## src/rtl/bram_sdp_fifo_ctrl_if.sv

```systemverilog
// Bundles the upstream sink, downstream source and both BRAM port signals of the FIFO controller.
interface bram_sdp_fifo_ctrl_if #(
  parameter int ADDR_WIDTH = 10,
  parameter int DATA_WIDTH = 18,
  parameter int BE_WIDTH   = 2
);
  logic                  in_valid;
  logic                  in_ready;
  logic [DATA_WIDTH-1:0] in_data;
  logic                  out_valid;
  logic                  out_ready;
  logic [DATA_WIDTH-1:0] out_data;
  logic [ADDR_WIDTH+1:0] count;
  logic                  wen;
  logic [BE_WIDTH-1:0]   wr_be;
  logic [ADDR_WIDTH-1:0] wr_addr;
  logic [DATA_WIDTH-1:0] wdata;
  logic                  ren;
  logic [ADDR_WIDTH-1:0] rd_addr;
  logic [DATA_WIDTH-1:0] rdata;

  modport slave (
    input  in_valid, in_data, out_ready, rdata,
    output in_ready, out_valid, out_data, count,
           wen, wr_be, wr_addr, wdata, ren, rd_addr
  );

  modport master (
    output in_valid, in_data, out_ready, rdata,
    input  in_ready, out_valid, out_data, count,
           wen, wr_be, wr_addr, wdata, ren, rd_addr
  );
endinterface

```

## src/rtl/bram_sdp_fifo_ctrl.sv

```systemverilog
// Single-clock FIFO controller over one simple-dual-port BRAM half, with a 2-entry
// output buffer that hides the 1-cycle BRAM read latency.
module bram_sdp_fifo_ctrl #(
  parameter int ADDR_WIDTH = 10,
  parameter int DATA_WIDTH = 18,
  parameter int BE_WIDTH   = 2
) (
  input logic                 clk,
  input logic                 rst,
  bram_sdp_fifo_ctrl_if.slave bus
);
  localparam int DEPTH = 1 << ADDR_WIDTH;
  localparam logic [ADDR_WIDTH:0] RAM_FULL = (ADDR_WIDTH+1)'(DEPTH);

  logic [ADDR_WIDTH-1:0] wr_ptr;
  logic [ADDR_WIDTH-1:0] rd_ptr;
  logic [ADDR_WIDTH:0]   ram_cnt;
  logic [ADDR_WIDTH:0]   ram_cnt_nxt;
  logic                  inflight;
  logic [1:0]            buf_cnt;
  logic [1:0]            buf_cnt_nxt;
  logic [DATA_WIDTH-1:0] buf_head;
  logic [DATA_WIDTH-1:0] buf_tail;
  logic [DATA_WIDTH-1:0] head_nxt;
  logic [DATA_WIDTH-1:0] tail_nxt;
  logic [ADDR_WIDTH+1:0] count_q;
  logic [ADDR_WIDTH+1:0] count_nxt;
  logic                  push;
  logic                  pop;
  logic                  ren;
  logic [2:0]            buf_pending;

  assign bus.in_ready = !rst && (ram_cnt != RAM_FULL);
  assign push         = bus.in_valid && bus.in_ready;
  assign bus.wen      = push;
  assign bus.wr_be    = '1;
  assign bus.wr_addr  = wr_ptr;
  assign bus.wdata    = bus.in_data;

  assign bus.out_valid = (buf_cnt != 2'd0);
  assign pop           = bus.out_valid && bus.out_ready;
  assign bus.out_data  = buf_head;
  assign bus.count     = count_q;

  // Words already in the buffer or on their way, after this cycle's pop; never overcommit past 2.
  assign buf_pending = {1'b0, buf_cnt} + {2'b00, inflight} - {2'b00, pop};
  assign ren         = (ram_cnt != '0) && (buf_pending < 3'd2);
  assign bus.ren     = ren;
  assign bus.rd_addr = rd_ptr;

  assign ram_cnt_nxt = ram_cnt + (ADDR_WIDTH+1)'(push) - (ADDR_WIDTH+1)'(ren);

  always_comb begin
    head_nxt    = buf_head;
    tail_nxt    = buf_tail;
    buf_cnt_nxt = buf_cnt;
    case ({inflight, pop})
      2'b10: begin
        if (buf_cnt == 2'd0) head_nxt = bus.rdata;
        else                 tail_nxt = bus.rdata;
        buf_cnt_nxt = buf_cnt + 2'd1;
      end
      2'b01: begin
        head_nxt    = buf_tail;
        buf_cnt_nxt = buf_cnt - 2'd1;
      end
      2'b11: begin
        // Capture replaces the popped word; occupancy unchanged.
        if (buf_cnt == 2'd1) begin
          head_nxt = bus.rdata;
        end else begin
          head_nxt = buf_tail;
          tail_nxt = bus.rdata;
        end
      end
      default: ;
    endcase
  end

  assign count_nxt = (ADDR_WIDTH+2)'(ram_cnt_nxt) + (ADDR_WIDTH+2)'(ren)
                   + (ADDR_WIDTH+2)'(buf_cnt_nxt);

  always_ff @(posedge clk or posedge rst) begin
    if (rst) begin
      wr_ptr   <= '0;
      rd_ptr   <= '0;
      ram_cnt  <= '0;
      inflight <= 1'b0;
      buf_cnt  <= 2'd0;
      buf_head <= '0;
      buf_tail <= '0;
      count_q  <= '0;
    end else begin
      if (push) wr_ptr <= wr_ptr + 1'b1;
      if (ren)  rd_ptr <= rd_ptr + 1'b1;
      ram_cnt  <= ram_cnt_nxt;
      inflight <= ren;
      buf_cnt  <= buf_cnt_nxt;
      buf_head <= head_nxt;
      buf_tail <= tail_nxt;
      count_q  <= count_nxt;
    end
  end
endmodule

```

## src/flat_wrapper.sv

```systemverilog
// flat-port wrapper written by rule: the top's interface ports become plain ports
module bram_sdp_fifo_ctrl_flat 
#(
  parameter int ADDR_WIDTH = 10,
  parameter int DATA_WIDTH = 18,
  parameter int BE_WIDTH   = 2
)
  (clk, rst, bus_in_valid, bus_in_data, bus_out_ready, bus_rdata, bus_in_ready, bus_out_valid, bus_out_data, bus_count, bus_wen, bus_wr_be, bus_wr_addr, bus_wdata, bus_ren, bus_rd_addr);
  bram_sdp_fifo_ctrl_if #(.ADDR_WIDTH(ADDR_WIDTH), .DATA_WIDTH(DATA_WIDTH), .BE_WIDTH(BE_WIDTH)) bus_i ();
  input logic clk;
  input logic rst;
  input wire logic [$bits(bus_i.in_valid)-1:0] bus_in_valid;
  input wire logic [$bits(bus_i.in_data)-1:0] bus_in_data;
  input wire logic [$bits(bus_i.out_ready)-1:0] bus_out_ready;
  input wire logic [$bits(bus_i.rdata)-1:0] bus_rdata;
  output wire logic [$bits(bus_i.in_ready)-1:0] bus_in_ready;
  output wire logic [$bits(bus_i.out_valid)-1:0] bus_out_valid;
  output wire logic [$bits(bus_i.out_data)-1:0] bus_out_data;
  output wire logic [$bits(bus_i.count)-1:0] bus_count;
  output wire logic [$bits(bus_i.wen)-1:0] bus_wen;
  output wire logic [$bits(bus_i.wr_be)-1:0] bus_wr_be;
  output wire logic [$bits(bus_i.wr_addr)-1:0] bus_wr_addr;
  output wire logic [$bits(bus_i.wdata)-1:0] bus_wdata;
  output wire logic [$bits(bus_i.ren)-1:0] bus_ren;
  output wire logic [$bits(bus_i.rd_addr)-1:0] bus_rd_addr;
  assign bus_i.in_valid = bus_in_valid;
  assign bus_i.in_data = bus_in_data;
  assign bus_i.out_ready = bus_out_ready;
  assign bus_i.rdata = bus_rdata;
  assign bus_in_ready = bus_i.in_ready;
  assign bus_out_valid = bus_i.out_valid;
  assign bus_out_data = bus_i.out_data;
  assign bus_count = bus_i.count;
  assign bus_wen = bus_i.wen;
  assign bus_wr_be = bus_i.wr_be;
  assign bus_wr_addr = bus_i.wr_addr;
  assign bus_wdata = bus_i.wdata;
  assign bus_ren = bus_i.ren;
  assign bus_rd_addr = bus_i.rd_addr;
  bram_sdp_fifo_ctrl #(.ADDR_WIDTH(ADDR_WIDTH), .DATA_WIDTH(DATA_WIDTH), .BE_WIDTH(BE_WIDTH)) u_core (.clk(clk), .rst(rst), .bus(bus_i));
endmodule
```

## config.mk

```make
export PLATFORM = sky130hd
export DESIGN_NAME = bram_sdp_fifo_ctrl_flat
export DESIGN_NICKNAME = d
export VERILOG_FILES = /design/src/rtl/bram_sdp_fifo_ctrl_if.sv /design/src/rtl/bram_sdp_fifo_ctrl.sv /design/src/flat_wrapper.sv
export SDC_FILE = /design/constraint.sdc
export NUM_CORES = 1
export LEC_CHECK = 0
export ABC_CLOCK_PERIOD_IN_PS = 6210
export BUFFER_PORTS_ARGS = -buffer_cell sky130_fd_sc_hd__buf_2
export CAP_MARGIN = 20
export CORE_MARGIN = 2
export CORE_UTILIZATION = 25
export DETAILED_ROUTE_END_ITERATION = 10
export SLEW_MARGIN = 15
export SYNTH_ARGS = -nofsm -noshare
export SYNTH_HDL_FRONTEND = slang
export SYNTH_SLANG_ARGS = --single-unit
export TNS_END_PERCENT = 5
```

## constraint.sdc

```tcl
create_clock -name clk -period 6.21 [get_ports clk]
set_input_delay 0.3105 -clock clk [delete_from_list [all_inputs] [get_ports clk]]
set_output_delay 0.3105 -clock clk [all_outputs]
set_load 0.02 [all_outputs]
```

=== Yosys cells after proc, flatten, opt, wreduce, memory -nomap -nowiden ===
Cells that the tools add are included.

* Reductions and logical operators: 12
* $lt $le $gt $ge: 1
* Equality and inequality tests: 8
* Mux-type cells: 7
* Add/sub/neg operators: 10

{| class="wikitable"
|+ Operator list
! cell !! number
|-
| $mux 18 || 4
|-
| $pmux 18 s3 || 1
|-
| $pmux 18 s2 || 1
|-
| $add 10x1->10 const B || 2
|-
| $add 11x1->12 || 1
|-
| $add 12x2->12 || 1
|-
| $add 11x1->11 || 1
|-
| $ne 11x11->1 const B || 1
|-
| $reduce_bool 11->1 || 1
|-
| $sub 11x1->11 || 1
|-
| $eq 2x1->1 const B || 2
|-
| $eq 2x2->1 const B || 2
|-
| $logic_and 1x1->1 || 4
|-
| $ne 2x2->1 const B || 2
|-
| $pmux 2 s2 || 1
|-
| $reduce_bool 2->1 || 2
|-
| $add 2x1->3 || 1
|-
| $lt 3x2->1 const B || 1
|-
| $reduce_and 3->1 || 1
|-
| $reduce_bool 3->1 || 1
|-
| $sub 3x1->3 || 1
|-
| $add 2x1->2 const B || 1
|-
| $logic_not 2->1 || 1
|-
| $ne 2x1->1 const B || 1
|-
| 3 further kinds || 3
|}

* Output and inout bits: 74
* Word-level logic and storage cells: 46
* Input bits: 40
* Register bits: 82

=== Depth between registers and ports, before layout ===
Gate-level depths: netlist of the first run.

* Word-level depth: 8
* Depth in mapped cells: 20
* Depth with buffers taken out: 20

=== Worst setup path after synthesis of the first run ===
No wires, ideal clock.

* Kind: reg2reg
* From: register u_core.buf_cnt[1]
* To: register u_core.count_q[10], in the netlist u_core.bus.count[10]
* Stages on the path, launching flop included: 20
* Setup slack: 1.259 ns
* Arrival time: 4.824 ns
* Library setup time: 0.127 ns
* Period minus slack after synthesis: 4.951 ns
* Data required time: 6.083 ns
* Path buffers: 0
* Cell sequence: dfrtp_1 -> inv_1 -> ha_1 -> nor2b_1 -> ha_1 -> nand2b_1 -> fa_1 -> xor2_1 -> a311oi_2 -> ha_1 -> inv_1 -> ha_1 -> inv_1 -> fa_1 -> nand2b_2 -> a2111oi_4 -> mux2i_1 -> a211oi_2 -> o2111ai_1 -> xnor2_1

* Word-level cells in the longest chain between the ends: 8
* Elaborated cells between the ends (all ways): 14
* Classes of those cells: add/sub (7); order compare (1); eq/ne (2); mux (1); reduce/logical (3)

{| class="wikitable"
|+ RTL lines
! item !! line !! RTL
|-
| start, declared || bram_sdp_fifo_ctrl.sv:20 || <nowiki>logic [1:0] buf_cnt;</nowiki>
|-
| start signal, assigned || bram_sdp_fifo_ctrl.sv:98 || <nowiki>buf_cnt <= buf_cnt_nxt;</nowiki>
|-
| parallel branches: the longest is 2 deep, another holds $add 2x1->3 || - ||
|-
| $sub 3x1->3 (*) || bram_sdp_fifo_ctrl.sv:46 || <nowiki>assign buf_pending = {1'b0, buf_cnt} + {2'b00, inflight} - {2'b00, pop};</nowiki>
|-
| $lt 3x2->1 (*) || bram_sdp_fifo_ctrl.sv:47 || <nowiki>assign ren = (ram_cnt != '0) && (buf_pending < 3'd2);</nowiki>
|-
| $logic_and 1x1->1 (*) || bram_sdp_fifo_ctrl.sv:47 ||
|-
| named net bus_ren || flat_wrapper.sv:24 || <nowiki>output wire logic [$bits(bus_i.ren)-1:0] bus_ren;</nowiki>
|-
| $sub 11x1->11 || bram_sdp_fifo_ctrl.sv:51 || <nowiki>assign ram_cnt_nxt = ram_cnt + (ADDR_WIDTH+1)'(push) - (ADDR_WIDTH+1)'(ren);</nowiki>
|-
| $add 11x1->12 (*) || bram_sdp_fifo_ctrl.sv:80 || <nowiki>assign count_nxt = (ADDR_WIDTH+2)'(ram_cnt_nxt) + (ADDR_WIDTH+2)'(ren)</nowiki>
|-
| $add 12x2->12 (*) || bram_sdp_fifo_ctrl.sv:81 || <nowiki>+ (ADDR_WIDTH+2)'(buf_cnt_nxt);</nowiki>
|-
| named net u_core.count_nxt[10] || bram_sdp_fifo_ctrl.sv:27 || <nowiki>logic [ADDR_WIDTH+1:0] count_nxt;</nowiki>
|-
| end signal, assigned || bram_sdp_fifo_ctrl.sv:101 || <nowiki>count_q <= count_nxt;</nowiki>
|-
| end, declared || bram_sdp_fifo_ctrl.sv:26 || <nowiki>logic [ADDR_WIDTH+1:0] count_q;</nowiki>
|}

Mark *: on every way through the listed nets, which the timed path passes.
A chain may end at the register's enable or synchronous reset.

=== Worst setup path after layout of the first run ===
* From: register u_core.buf_cnt[1]
* To: register u_core.count_q[9], in the netlist u_core.bus.count[9]

* Word-level cells in the longest chain between the ends: 8
* Elaborated cells between the ends (all ways): 14
* Classes of those cells: add/sub (7); order compare (1); eq/ne (2); mux (1); reduce/logical (3)

{| class="wikitable"
|+ RTL lines
! item !! line
|-
| parallel branches: the longest is 7 deep, another holds $add 11x1->12 || -
|-
| $add 12x2->12 (*) || bram_sdp_fifo_ctrl.sv:81
|-
| named net u_core.count_nxt[9] || bram_sdp_fifo_ctrl.sv:27
|}

Marks and branches as above.

==> results of run 1 <==
==> critical path: cells and delay by family, from the launching register on <==
kind,cells,cell delay (ns)
adders and majority gates,6,1.82
AOI/OAI and AO/OA,3,1.18
and+or+nand+nor,4,0.86
DFF,1,0.42
muxes,1,0.37
xor gates and xnor gates,2,0.31
buffers and inverters,3,0.20
==> cells by family (layout without fill, tap and decap cells) <==
family	Yosys count	after routing	share of synthesized area, %
simple gates	91	91	10.8
mux	23	23	6.03
other cells	1	2	0.0882
compound gates	70	70	11.5
flops	82	82	48.3
fa+ha+maj	27	27	8.65
xor+xnor	34	34	7.45
buf+inv	61	127	7.21
==> worst max path at each step <==
stage | cells after the start | start | endpoint | slack, ns
final | 19 | u_core.buf_cnt[1] | u_core.bus.count[9] | 0.97
after global placement | 19 | u_core.buf_cnt[1] | u_core.bus.count[10] | 1.18
after floorplan | 19 | u_core.buf_cnt[1] | u_core.bus.count[10] | 1.26
after global routing | 19 | u_core.buf_cnt[1] | u_core.bus.count[10] | 0.53
after detailed placement | 19 | u_core.buf_cnt[1] | u_core.bus.count[9] | 0.96
after CTS | 19 | u_core.buf_cnt[1] | u_core.bus.count[9] | 0.94
==> final cells by class <==
class,count,area share [%]
flip-flops and latches,82,40.5
multi-input cells,247,37.5
repair buffers,78,7.85
well taps,220,5.43
clock buffers,11,4.79
inverters,33,2.47
clock inverters,5,1.53
==> layout by cell type, fill, tap and decap left out, types with 2 or more instances in the layout <==
cell	count
o21ai_0	23
fa_1	4
buf_2	75
inv_1	32
bufinv_16	2
ha_1	23
a21oi_1	6
nor2b_1	4
o21ba_2	2
nand3_1	6
a22oi_1	18
clkbuf_16	9
a21o_1	2
nor3b_2	2
clkinv_2	3
xor2_1	16
xnor2_1	17
buf_4	3
nor2_1	16
dfrtp_1	82
conb_1	2
and2_1	2
nand4_1	10
o31ai_1	2
mux2i_1	2
nor3_1	3
o21a_1	2
and3_1	6
nand2_1	31
nand2b_1	6
mux2_2	21
==> sequential cells by signal, summed over array words and instances, names as in the netlist <==
signal and flops:
u_core.bus.out_data 18, u_core.buf_tail 18, u_core.ram_cnt 11, u_core.bus.count 12
u_core.bus.wr_addr 10, u_core.inflight 1, u_core.buf_cnt 2, u_core.bus.rd_addr 10
==> cell usage after synthesis (all sizes together), types with 3 or more instances <==
master and number:
a22oi 18, nand4 10, nor2 17, ha 23
and3 6, nand2b 7, xnor2 18, nor3 3
clkbuf 6, nand2 31, dfrtp 82, fa 4
inv 33, nand3 6, o21ai 24, nor2b 4
buf 22, xor2 16, a21oi 7, mux2 21
==> stage by stage <==
step | setup slack, ns | utilization, % | instances
finish | 0.974 | 30.6 | 676
detailed placement | 0.958 | 28.6 | 660
global placement | 1.18 | 28.6 | 660
CTS | 0.941 | 30.6 | 676
floorplan | 1.26 | - | 390
global route | 0.530 | 30.6 | 676
==> metal layers <==
layer  GRT usage (%)  wire length, µm  up-vias
li1                -                -     1429
met1            12.5             3930     1424
met2            16.6             4270       76
met3            2.83              450       14
met4            5.15              218        0
met5               0                0        -
==> flow_summary.ini, run 1 <==
[worst_setup_path]
criticalPathCategory = reg -> reg
r2r_slack_ns = 0.97
cpMostUsedCell = ha_1
worstPathCellList = inv_1 > ha_1 > nor2b_1 > ha_1 > nand2b_1 > fa_1 > xor2_1 > a311oi_2 > ha_1 > inv_1 > ha_1 > inv_1 > fa_1 > nand2b_2 > a2111oi_4 > mux2i_1 > a21boi_1 > nand4_1 > xor2_1
r2r-start = u_core.buf_cnt[1]
crit_path_max_incr_delay_ns = 0.61
cp_max_fo = 8
cp.required_ns = 6.47
start_kind = flip-flop
end_kind = flip-flop
r2r_end = u_core.bus.count[9]
critPathSlowestCell = a311oi_2
reg2reg_depth = 19
worst_ep_arrival_time_ns = 5.50

[synth]
async_reset_ff_share_pct = 100
ys_seq_elements = 82
syn_inst = 389
avgSynthCellArea_um2 = 10.9
synth_ff_type = dfrtp_1
synth-seq-area-share_pct = 48.3
ys.warnings.count = 0
synth_area_leaders = dfrtp_1, ha_1, mux2_2, buf_4, xnor2_1
ys_types = 49
synth_top_area_cell = dfrtp_1
synth_edf_count = 0
synth_top_area_share_pct = 48.3
netlist_area_um2 = 4250

[clock_tree]
cts_buffers = 9
cts_max_level = 3
cts_setup_buffers = 0
hold_buffers = 0
cts_tree = done
clkSinkCount = 82
root_buffer = clkbuf_16
post_cts_resized = 0
clkTransAtPathRegs_ns = 0.06
clockBufferDepth = 2
clk_latency_ns = 0.34

[global_route]
grt_pass1_wl_um = 14500
track_usage_pct = 10.2
grt-ovfl-total = 0
antenna_found_initial = 0
grt_pass1_vias = 2883
grt_max_degree = 51

[floorplan]
die-height_um = 134
io_pins = 114
coreArea_um2 = 16600
die_x_um = 134
start_util_pct = 25.6
die_area_um2 = 18100
fp-row-count = 47

[job]
maxCapViolations = 0

[placement]
gp_congestion = 0.866
io_buffers = 75
placed_area_um2 = 4750
place_hpwl_um = 6600

[timing]
rsz0062_at_grt = no
worst_slew_margin_rel_pct = 44.8
tightest_slew_ns = 0.826
drv_slew = 0
hold_violations = 0
finalSetupViolations = 0
min_period_ns = 5.24
finalCritPeriodShare_pct = 84.3
holdWs_ns = 0.0331
skew_ns = 0.00358
tns_ns = 0
fmax_mhz = 191

[drt]
wl_per_cell_um = 13.1
drt-total-wl_um = 8870
num_vias = 2943
drcViolationCount = 0
firstDrtPassIters = 4
via_per_inst = 4.35
drtAntennaViolNets = 0
drt_iter0_markers = 104

[layout]
seqCellArea_um2 = 2050
antenna_cells = 0
drive_gt1_share_pct = 27.9
multi_input_comb_area_um2 = 1900
syn_to_final_growth_pct = 19.3
fin_nets = 518
num-fill-cells = 1740
post-route-cell-area_um2 = 5070

[hold_path]
hp-class = in -> async

[status]
outcome = complete, no violations
Power of run 1 is left out: the tool's default activity adds up to more than one toggle a clock period on the data nets, which glitch-free logic cannot reach.
==> run 2: changes to the inputs <==
ABC_CLOCK_PERIOD_IN_PS = 4700   (was 6210)
clock period = 4.7 ns   (was 6.21 ns; I/O delays follow)
==> flow_summary.ini, run 2 (same netlist as run 1, synthesis figures left out) <==
[global_route]
grt_max_degree = 51
grt_pass1_vias = 3041
grt-ovfl-total = 0
antenna_found_initial = 0
track_usage_pct = 10.6
grt_pass1_wl_um = 15100

[worst_setup_path]
critPathSlowestCell = fa_1
end_kind = flip-flop
cpMostUsedCell = inv_1
worstPathCellList = inv_1 > ha_2 > nor2b_4 > ha_4 > nand2b_1 > fa_1 > inv_1 > a311oi_4 > ha_1 > inv_1 > ha_1 > inv_1 > fa_1 > nand2b_4 > a2111oi_4 > buf_4 > o21a_1 > nor2_2 > buf_4 > and3_1 > o21a_1
crit_path_max_incr_delay_ns = 0.49
worst_ep_arrival_time_ns = 4.69
criticalPathCategory = reg -> reg
cp.required_ns = 4.93
start_kind = flip-flop
cp_max_fo = 5

[floorplan]
die_area_um2 = 18100
die_x_um = 134
coreArea_um2 = 16600
die-height_um = 134
start_util_pct = 25.6
io_pins = 114
fp-row-count = 47

[drt]
routed.top_layer = met4
drcViolationCount = 0
wl_met1_um = 3960
drtAntennaViolNets = 0
met2_length_um = 4320
routed-wl-met3_um = 531
num_vias = 2958
firstDrtPassIters = 4
drt-total-wl_um = 8970
drt_iter0_markers = 70
wl_per_cell_um = 13.1
via_per_inst = 4.31

[timing]
tightest_slew_ns = 0.800
tns_ns = 0
skew_ns = 0.00948
setup_slack_ns = 0.244
min_period_ns = 4.46
drv_slew = 0
hold_violations = 0
finalCritPeriodShare_pct = 94.8
finalSetupViolations = 0
fmax_mhz = 224
worst_slew_margin_rel_pct = 46.5

[clock_tree]
cts_tree = done
root_buffer = clkbuf_16
cts_buffers = 9
cts_max_level = 3
clk_latency_ns = 0.35
clkSinkCount = 82
clkTransAtPathRegs_ns = 0.07
clockBufferDepth = 2

[layout]
final_cell_mix = dfrtp_1, buf_2, inv_1, nand2_1, o21ai_0
syn_to_final_growth_pct = 22.3
multi_input_comb_area_um2 = 1970
seqCellArea_um2 = 2050
final_common_cell = dfrtp_1
fin_nets = 528
antenna_cells = 0
drive_gt1_share_pct = 30.7
fin_util_pct = 31.4
num-fill-cells = 1728

[placement]
io_buffers = 75
gp_congestion = 0.863
place_hpwl_um = 6610
pre_cts_slack_ns = 0.0526

[status]
outcome = complete, no violations

[hold_path]
hp-class = in -> reg

[job]
maxCapViolations = 0
-- run 2: metal layers --
metal	global-route usage, %	up-vias
met5	0	-
met4	3.45	0
met3	4.27	14
met2	17.1	78
met1	13.0	1411
li1	-	1455
-- run 2: worst paths after layout --
kind                            depth (start not counted)  slack, ns                   from                    end
worst max register to register                         21       0.24      u_core.buf_cnt[0]    u_core.bus.count[7]
max in group asynchronous                               4       3.12                    rst     u_core.buf_tail[1]
worst min-delay path                                    2       0.13           bus_rdata[7]     u_core.buf_tail[7]
worst max-delay path                                   21       0.24      u_core.buf_cnt[0]    u_core.bus.count[7]
min in group asynchronous                               3       0.49                    rst      u_core.ram_cnt[7]
worst min register to register                          1       0.46  u_core.bus.rd_addr[9]  u_core.bus.rd_addr[9]
-- run 2: stage by stage --
stage / hold WS (ns) / cell area, µm² / cells
6_report: 0.133 / 5200 / 686
5_1_grt: 0.116 / 5200 / 686
4_1_cts: 0.121 / 5130 / 680
3_5_place_dp: 0.339 / 4800 / 663
3_3_place_gp: 0.330 / 4800 / 663
2_1_floorplan: 0.386 / 4290 / 390
-- run 2: timing repair --
action / CTS / global route
hold buffers: 1 / 0
resized for setup: 1 / 7
pin swaps: 1 / 2
buffers inserted: 0 / 6
endpoints found under the setup margin: 2 / 8
endpoints found under the hold margin: 32 / 0
-- run 2: area by class of cell --
type	count	area share [%]
Clock buffer	9	4.33
Clock inverter	7	1.59
Inverter	33	2.41
Multi-Input combinational cell	247	37.8
Sequential cell	82	39.5
Tap cell	220	5.29
Timing Repair Buffer	88	9.14
-- run 2: worst max-delay path, delay by kind of cell, from the launching register on --
kind / cells / cell delay, ns
simple gates: 5 / 0.67
buf+inv: 6 / 0.58
fa+ha+maj: 6 / 1.76
flops: 1 / 0.39
compound gates: 4 / 0.95
Power of run 2 is left out for the same reason.
==> run 3: changes to the inputs <==
PLACE_DENSITY_LB_ADDON = 0.08   (was default)
==> flow_summary.ini, run 3 (same netlist as run 1, synthesis figures left out) <==
[status]
outcome = complete, no violations

[layout]
fin_nets = 527
syn_to_final_growth_pct = 21.7
post-route-cell-area_um2 = 5170
antenna_cells = 0
final_cell_mix = dfrtp_1, buf_2, inv_1, nand2_1, o21ai_0
drive_gt1_share_pct = 30.3
final_common_cell = dfrtp_1

[global_route]
grt_busiest_layer = met2
grt_util_met1_pct = 13.4
grt-ovfl-total = 0
grt_pass1_wl_um = 15700
grt_util_met3_pct = 4.31
antenna_found_initial = 0
grt_pass1_vias = 3053
grt_max_degree = 68
track_usage_pct = 11.2
use_met2_pct = 19.0

[worst_setup_path]
crit_path_max_incr_delay_ns = 0.49
criticalPathCategory = reg -> reg
critPathSlowestCell = fa_1
worstPathCellList = inv_1 > ha_2 > nor2b_4 > ha_4 > nand2b_1 > fa_1 > inv_1 > a311oi_4 > ha_1 > inv_1 > ha_1 > inv_1 > fa_1 > nand2b_4 > a2111oi_4 > buf_4 > o21bai_1 > nand3_1 > nor3b_4 > nor3b_2
cpLargestDelayFamily = adder cells
worst_ep_arrival_time_ns = 4.61
cp_max_fo = 5
r2r-start = u_core.buf_cnt[1]
end_kind = flip-flop
r2r_end = u_core.bus.count[11]
crit_start = u_core.buf_cnt[1]
start_kind = flip-flop
r2r_slack_ns = 0.35
path_buf_inv = 5
reg2reg_depth = 20
cpMostUsedCell = inv_1
cp.required_ns = 4.96

[clock_tree]
cts_buffers = 9
root_buffer = clkbuf_16
clk_latency_ns = 0.34
clkSinkCount = 82
cts_max_level = 3
clockBufferDepth = 2
clkTransAtPathRegs_ns = 0.06
cts_tree = done

[timing]
skew_ns = 0.00613
hold_violations = 0
fmax_mhz = 230
worst_slew_margin_rel_pct = 42.1
holdWs_ns = 0.140
finalSetupViolations = 0
min_period_ns = 4.35
rsz0062_at_grt = no
tns_ns = 0
drv_slew = 0
tightest_slew_ns = 0.868
finalCritPeriodShare_pct = 92.6

[floorplan]
io_pins = 114
die_area_um2 = 18100
fp-row-count = 47
die_x_um = 134
coreArea_um2 = 16600
start_util_pct = 25.6
die-height_um = 134

[placement]
placed_area_um2 = 4810
gp_congestion = 0.784
io_buffers = 75
place_hpwl_um = 7020

[hold_path]
hold_depth = 2
hp-class = in -> reg
min_to = u_core.buf_tail[3]
hp-start = bus_rdata[3]

[drt]
drcViolationCount = 0
firstDrtPassIters = 4
drtAntennaViolNets = 0
via_per_inst = 4.32
wl_per_cell_um = 14.0
drt-total-wl_um = 9600
drt_iter0_markers = 115
num_vias = 2959

[job]
maxCapViolations = 0
## run 3: cell count changes in the layout (fill, tap and decap cells not counted), sizes merged
cell	delta
clkinv	+2
clkinvlp	-1
inv	-1
buf	-1
## run 3: layer usage
layer / wire (µm) / share of wire (%) / vias up
met5: 0 / 0 / -
met4: 113 / 1.2 / 0
met3: 560 / 5.8 / 10
met2: 4700 / 49 / 71
met1: 4230 / 44 / 1428
li1: - / - / 1450
## run 3: how the worst max path moves through the flow
stage | to | cells past startpoint
after floorplan | u_core.bus.count[10] | 19
after global placement | u_core.bus.count[10] | 19
after detailed placement | u_core.bus.count[9] | 19
after CTS | u_core.bus.count[9] | 19
after global routing | u_core.bus.count[11] | 20
final | u_core.bus.count[11] | 20
## run 3: cell type report
cell class | instances | area [µm²]
Clock inverter | 7 | 73.8
Sequential cell | 82 | 2050
Multi-Input combinational cell | 247 | 1950
Clock buffer | 9 | 225
Tap cell | 220 | 275
Inverter | 33 | 125
Timing Repair Buffer | 87 | 468
Fill cell | 1772 | 11400
## run 3: per-stage QoR
step                      util, %  instances  setup WS [ns]
after detailed placement     29.0        664          0.114
after floorplan                 -        390         0.0127
final                        31.2        685          0.348
after CTS                    30.9        681         0.0862
after global routing         31.2        685         0.0237
after global placement       29.0        664          0.162
## run 3: what timing repair did
action                     4_1_cts  5_1_grt
setup endpoints to repair        0        5
hold endpoints to repair        15        0
gates resized for setup          0        6
hold buffers                     1        0
buffers inserted                 0        4
Power of run 3 is left out for the same reason.
